==> src/rtl/ps2_key_decoder.sv <==
// PS/2 keyboard receiver: deserialises 11-bit device frames and folds E0/F0 prefixes
// into one key event per keystroke (done_posedge strobe with held key_code/flags).
module ps2_key_decoder #(
  parameter int TIMEOUT = 200000
) (
  input  logic       clk,
  input  logic       reset,
  input  logic       ps2_clk,
  input  logic       ps2_data,
  output logic       done_posedge,
  output logic       key_released,
  output logic       extended,
  output logic [7:0] key_code,
  output logic       frame_error
);

  localparam int TW_RAW = $clog2(TIMEOUT + 1);
  localparam int TW     = (TW_RAW > 18) ? TW_RAW : 18;
  localparam logic [TW-1:0] TO_LAST = TW'(TIMEOUT - 1);

  typedef enum logic [1:0] {
    ST_NONE,
    ST_E0,
    ST_F0,
    ST_E0F0
  } state_t;

  // Synchronisers reset to 1 so an idle line never looks like a falling edge.
  logic r_clk_s1, r_clk_s2, r_clk_s3;
  logic r_dat_s1, r_dat_s2;

  always_ff @(posedge clk or posedge reset) begin
    if (reset) begin
      r_clk_s1 <= 1'b1;
      r_clk_s2 <= 1'b1;
      r_clk_s3 <= 1'b1;
      r_dat_s1 <= 1'b1;
      r_dat_s2 <= 1'b1;
    end else begin
      r_clk_s1 <= ps2_clk;
      r_clk_s2 <= r_clk_s1;
      r_clk_s3 <= r_clk_s2;
      r_dat_s1 <= ps2_data;
      r_dat_s2 <= r_dat_s1;
    end
  end

  logic w_fall;
  logic w_din;
  assign w_fall = r_clk_s3 & ~r_clk_s2;
  assign w_din  = r_dat_s2;

  logic [3:0]    r_cnt;
  logic [8:0]    r_shift;
  logic [TW-1:0] r_to_cnt;

  logic w_timeout;
  logic w_stop_fall;
  logic w_frame_ok;
  logic w_byte_vld;
  logic w_frame_bad;
  logic [7:0] w_byte;

  assign w_timeout   = (r_cnt != 4'd0) && !w_fall && (r_to_cnt == TO_LAST);
  assign w_stop_fall = w_fall && (r_cnt == 4'd10);
  // Odd parity across the eight data bits plus the parity bit, and stop must be 1.
  assign w_frame_ok  = (^r_shift) & w_din;
  assign w_byte_vld  = w_stop_fall & w_frame_ok;
  assign w_frame_bad = (w_stop_fall & ~w_frame_ok) | w_timeout;
  assign w_byte      = r_shift[7:0];

  always_ff @(posedge clk or posedge reset) begin
    if (reset) begin
      r_cnt   <= 4'd0;
      r_shift <= 9'd0;
    end else if (w_fall) begin
      if (r_cnt == 4'd0) begin
        if (!w_din) begin
          r_cnt <= 4'd1;
        end
      end else if (r_cnt == 4'd10) begin
        r_cnt <= 4'd0;
      end else begin
        r_shift <= {w_din, r_shift[8:1]};
        r_cnt   <= r_cnt + 4'd1;
      end
    end else if (w_timeout) begin
      r_cnt <= 4'd0;
    end
  end

  always_ff @(posedge clk or posedge reset) begin
    if (reset) begin
      r_to_cnt <= '0;
    end else if (w_fall || (r_cnt == 4'd0) || w_timeout) begin
      r_to_cnt <= '0;
    end else begin
      r_to_cnt <= r_to_cnt + 1'b1;
    end
  end

  state_t     r_state;
  state_t     w_state_nxt;
  logic       r_done, r_err, r_rel, r_ext;
  logic [7:0] r_code;
  logic       w_done_nxt, w_rel_nxt, w_ext_nxt;
  logic [7:0] w_code_nxt;
  logic       w_drop;

  // Bytes that are keyboard status/ack responses rather than key codes.
  always_comb begin
    w_drop = 1'b0;
    case (w_byte)
      8'hE1, 8'hAA, 8'hFA, 8'hEE, 8'hFE, 8'h00, 8'hFF: w_drop = 1'b1;
      default: w_drop = 1'b0;
    endcase
  end

  always_comb begin
    w_state_nxt = r_state;
    w_done_nxt  = 1'b0;
    w_rel_nxt   = r_rel;
    w_ext_nxt   = r_ext;
    w_code_nxt  = r_code;
    if (w_frame_bad) begin
      w_state_nxt = ST_NONE;
    end else if (w_byte_vld) begin
      if (w_byte == 8'hE0) begin
        if (r_state == ST_NONE) begin
          w_state_nxt = ST_E0;
        end else if (r_state == ST_F0) begin
          w_state_nxt = ST_E0F0;
        end
      end else if (w_byte == 8'hF0) begin
        if (r_state == ST_NONE) begin
          w_state_nxt = ST_F0;
        end else if (r_state == ST_E0) begin
          w_state_nxt = ST_E0F0;
        end
      end else if (!(r_state == ST_NONE && w_drop)) begin
        w_done_nxt  = 1'b1;
        w_code_nxt  = w_byte;
        w_rel_nxt   = (r_state == ST_F0) || (r_state == ST_E0F0);
        w_ext_nxt   = (r_state == ST_E0) || (r_state == ST_E0F0);
        w_state_nxt = ST_NONE;
      end
    end
  end

  always_ff @(posedge clk or posedge reset) begin
    if (reset) begin
      r_state <= ST_NONE;
      r_done  <= 1'b0;
      r_err   <= 1'b0;
      r_rel   <= 1'b0;
      r_ext   <= 1'b0;
      r_code  <= 8'h00;
    end else begin
      r_state <= w_state_nxt;
      r_done  <= w_done_nxt;
      r_err   <= w_frame_bad;
      r_rel   <= w_rel_nxt;
      r_ext   <= w_ext_nxt;
      r_code  <= w_code_nxt;
    end
  end

  assign done_posedge = r_done;
  assign frame_error  = r_err;
  assign key_released = r_rel;
  assign extended     = r_ext;
  assign key_code     = r_code;

endmodule

==> config.mk <==
export PLATFORM = sky130hd
export DESIGN_NAME = ps2_key_decoder
export DESIGN_NICKNAME = d
export VERILOG_FILES = /design/src/rtl/ps2_key_decoder.sv
export SDC_FILE = /design/constraint.sdc
export NUM_CORES = 1
export LEC_CHECK = 0
export BUFFER_PORTS_ARGS = -buffer_cell sky130_fd_sc_hd__buf_2
export CORE_MARGIN = 3
export CORE_UTILIZATION = 60
export DETAILED_ROUTE_END_ITERATION = 12
export PLACE_DENSITY = 0.87
export SLEW_MARGIN = 20
export SYNTH_ARGS = -nofsm -noshare
export SYNTH_HDL_FRONTEND = slang
export SYNTH_SLANG_ARGS = --single-unit
==> constraint.sdc <==
create_clock -name clk -period 3 [get_ports clk]
set_clock_uncertainty 0.2 [all_clocks]
set_input_delay 0.6 -clock clk [delete_from_list [all_inputs] [get_ports clk]]
set_output_delay 0.6 -clock clk [all_outputs]
set_load 0.01 [all_outputs]
==> metrics.yaml <==
root_buffer: "clkbuf_8"
place_ws_ns: 0.321
dp_hpwl_microns: 3300
synthTopCellsByArea: "dfrtp_1 45%, ha_1 8.5%, mux2_4 5.4%"
max_freq_ghz: 0.370
yosys.area.top_type: "dfrtp_1"
numPortBuffers: 15
drcViolationCount: 0
required_ns: 2.98
synth_seq_area_share: 0.500
cp_cell_sequence: "inv_1 > ha_1 > xnor3_1 > xnor2_1 > nor3b_1 > nor2b_2 > buf_4 > mux2_2"
placed_cell_area_sq_um: 2660
clock_latency_ns: 0.30
reg2reg_slack_ns: 0.30
start_util: 0.652
postCtsSetupBuffers: 0
hold_viol: 0
synth_common_cells: "45 x dfrtp_1, 26 x nor2_1, 20 x nand2_1, 17 x ha_1, 15 x inv_1"
min_path_type: "primary input to asynchronous set/reset pin"
arrival_ns: 2.69
synthArstFlopShare: 1.00
antenna_cells: 0
wl_per_cell_microns: 14.9
clockBufferDepth: 2
whs_ns: 0.0602
crit_slowest_cell: "dfrtp_1"
tns_ns: 0
worstMarginPinSlew_ns: 0.572
die-width_microns: 70.7
yosysWarnings: 0
post-route-period-util: 0.901
reg2reg_from: "r_shift[0]"
cp_top_family: "XOR/XNOR gates"
synth-seq-cells: 50
antenna_found_initial: 0
grt_overflow: 0
num_rows: 22
final_antenna_net_count: 0
grt_max_degree: 21
finalWirelength_microns: 4480
gp_congestion: 0.816
design.core.area_sq_um: 3850
avgSynthCellArea_sq_um: 10.9
postLayoutSetupSlackWorst_ns: 0.297
drv_slew: 0
avgViaCountPerCell: 5.71
final-setup-viol-count: 0
crit_start: "r_shift[0]"
grt_pass1_vias: 1634
die_h_microns: 70.7
cts-hold-fix-buffers: 0
synth_most_common_cell: "dfrtp_1"
cts.clk_slew.worst_paths_ns: 0.09
final_area_sq_um: 2740
crit_end: "key_code[6]"
syn-num-nets: 251
critPathKind: "flip-flop to flip-flop"
dr.pass1.iters: 4
grt_pass1_wl_microns: 7640
powerDensity_nw_per_um2: 602
outcome: "completed"
rsz0062_at_grt: "false"
synthFlopType: "dfrtp_1"
cts_buffers: 5
synth_edf_count: 0
worst_setup_path_end_kind: "flip-flop"
cp.depth: 8
drt_iter0_markers: 128
power.total_mw: 1.65
netlist_area_sq_um: 2510
crit_buf_inv: 2
clock_sinks: 50
maxCapViolations: 0
track_usage: 0.192
power.leakage_nw: 1.27
crit_fanout: 11
synth_top_area_share: 0.448
io_pins: 16
syn_inst: 230
synth_cell_types: 39
maxSlewHeadroom: 0.618
slowest_delay_ns: 0.44
cts-htree-levels: 2
fin_nets: 273
rr_endpoint: "key_code[6]"
worst_r2r_path_depth: 8
cts_resized: 0
vias: 1720
fin_crit_ns: 2.70
layout-drive-gt1-share: 0.182
syn2layout_area_growth_pct: 8.86
cts_tree: "built"
worst_setup_path_start_kind: "flip-flop"
die_area_sq_um: 5000
irDropWorstVdd_mv: 0.469
[worst register-to-register path: cells and delay by family (launching register included)]
kind          cells  cell delay [ns]
xor+xnor          2             0.50
fa+ha+maj         1             0.31
mux               1             0.36
simple gates      2             0.45
buf+inv           2             0.32
flops             1             0.44
[report_power, final]
part | internal (mW) | switching [mW] | total (mW)
Combinational | 0.196 | 0.272 | 0.469
Sequential | 0.737 | 0.0740 | 0.811
Clock | 0.166 | 0.203 | 0.369
Total | 1.10 | 0.549 | 1.65
[cell usage in the layout, fill, tap and decap left out, types with 3 or more instances in the layout]
master / n
ha_1: 17
dfstp_2: 5
mux2_2: 3
buf_2: 15
nor2b_1: 4
clkbuf_1: 3
inv_1: 14
mux2_4: 9
xnor2_1: 10
clkbuf_8: 5
nor2_1: 26
xor2_1: 8
nand4_1: 8
nand2_1: 20
and3_1: 3
o21ai_0: 9
dfrtp_1: 45
buf_4: 4
nand3_1: 9
mux2i_1: 3
a21oi_1: 4
a32oi_1: 3
[routing by layer]
| metal | routed length (microns) | up-vias | GRT usage |
|---|---|---|---|
| met2 | 2030 | 47 | 0.294 |
| met4 | 55 | 0 | 0.0689 |
| met3 | 173 | 5 | 0.0440 |
| met1 | 2230 | 830 | 0.271 |
| met5 | 0 | - | 0 |
| li1 | - | 838 | - |
[cell type report]
cell class / instances / area [sq um]
Sequential cell: 50 / 1260
Multi-Input combinational cell: 161 / 1180
Fill cell: 278 / 1120
Timing Repair Buffer: 19 / 105
Clock buffer: 8 / 80.1
Tap cell: 48 / 60.1
Inverter: 15 / 56.3
[cell families (layout without fill, tap and decap cells)]
kind of cell / after synthesis / in the layout / share of synthesized area
and+or+nand+nor: 85 / 85 / 0.170
DFF: 50 / 50 / 0.500
AOI/OAI and AO/OA: 25 / 25 / 0.0632
xor gates and xnor gates: 19 / 19 / 0.0717
buffers and inverters: 19 / 42 / 0.0314
adders and majority gates: 17 / 17 / 0.0846
muxes: 15 / 15 / 0.0791
[through the flow]
stage,std cells,utilization
global placement,293,0.689
finish,301,0.710
detailed placement,293,0.689
CTS,301,0.710
floorplan,230,-
global route,301,0.710
[registers in the layout, indices dropped and copies added, names as in the netlist]
register / flops
done_posedge: 1
extended: 1
frame_error: 1
key_code: 8
key_released: 1
r_clk_s1: 1
r_clk_s2: 1
r_clk_s3: 1
r_cnt: 4
r_dat_s1: 1
r_dat_s2: 1
r_shift: 9
r_state: 2
r_to_cnt: 18
[how the worst min path moves through the flow]
stage | endpoint | depth (start not counted)
6_report | r_to_cnt[0] | 2
3_5_place_dp | r_clk_s2 | 0
5_1_grt | r_to_cnt[0] | 2
4_1_cts | r_to_cnt[2] | 2
2_1_floorplan | r_clk_s2 | 0
3_3_place_gp | r_clk_s2 | 0
Note: power is estimated with default switching activity, not from simulation.
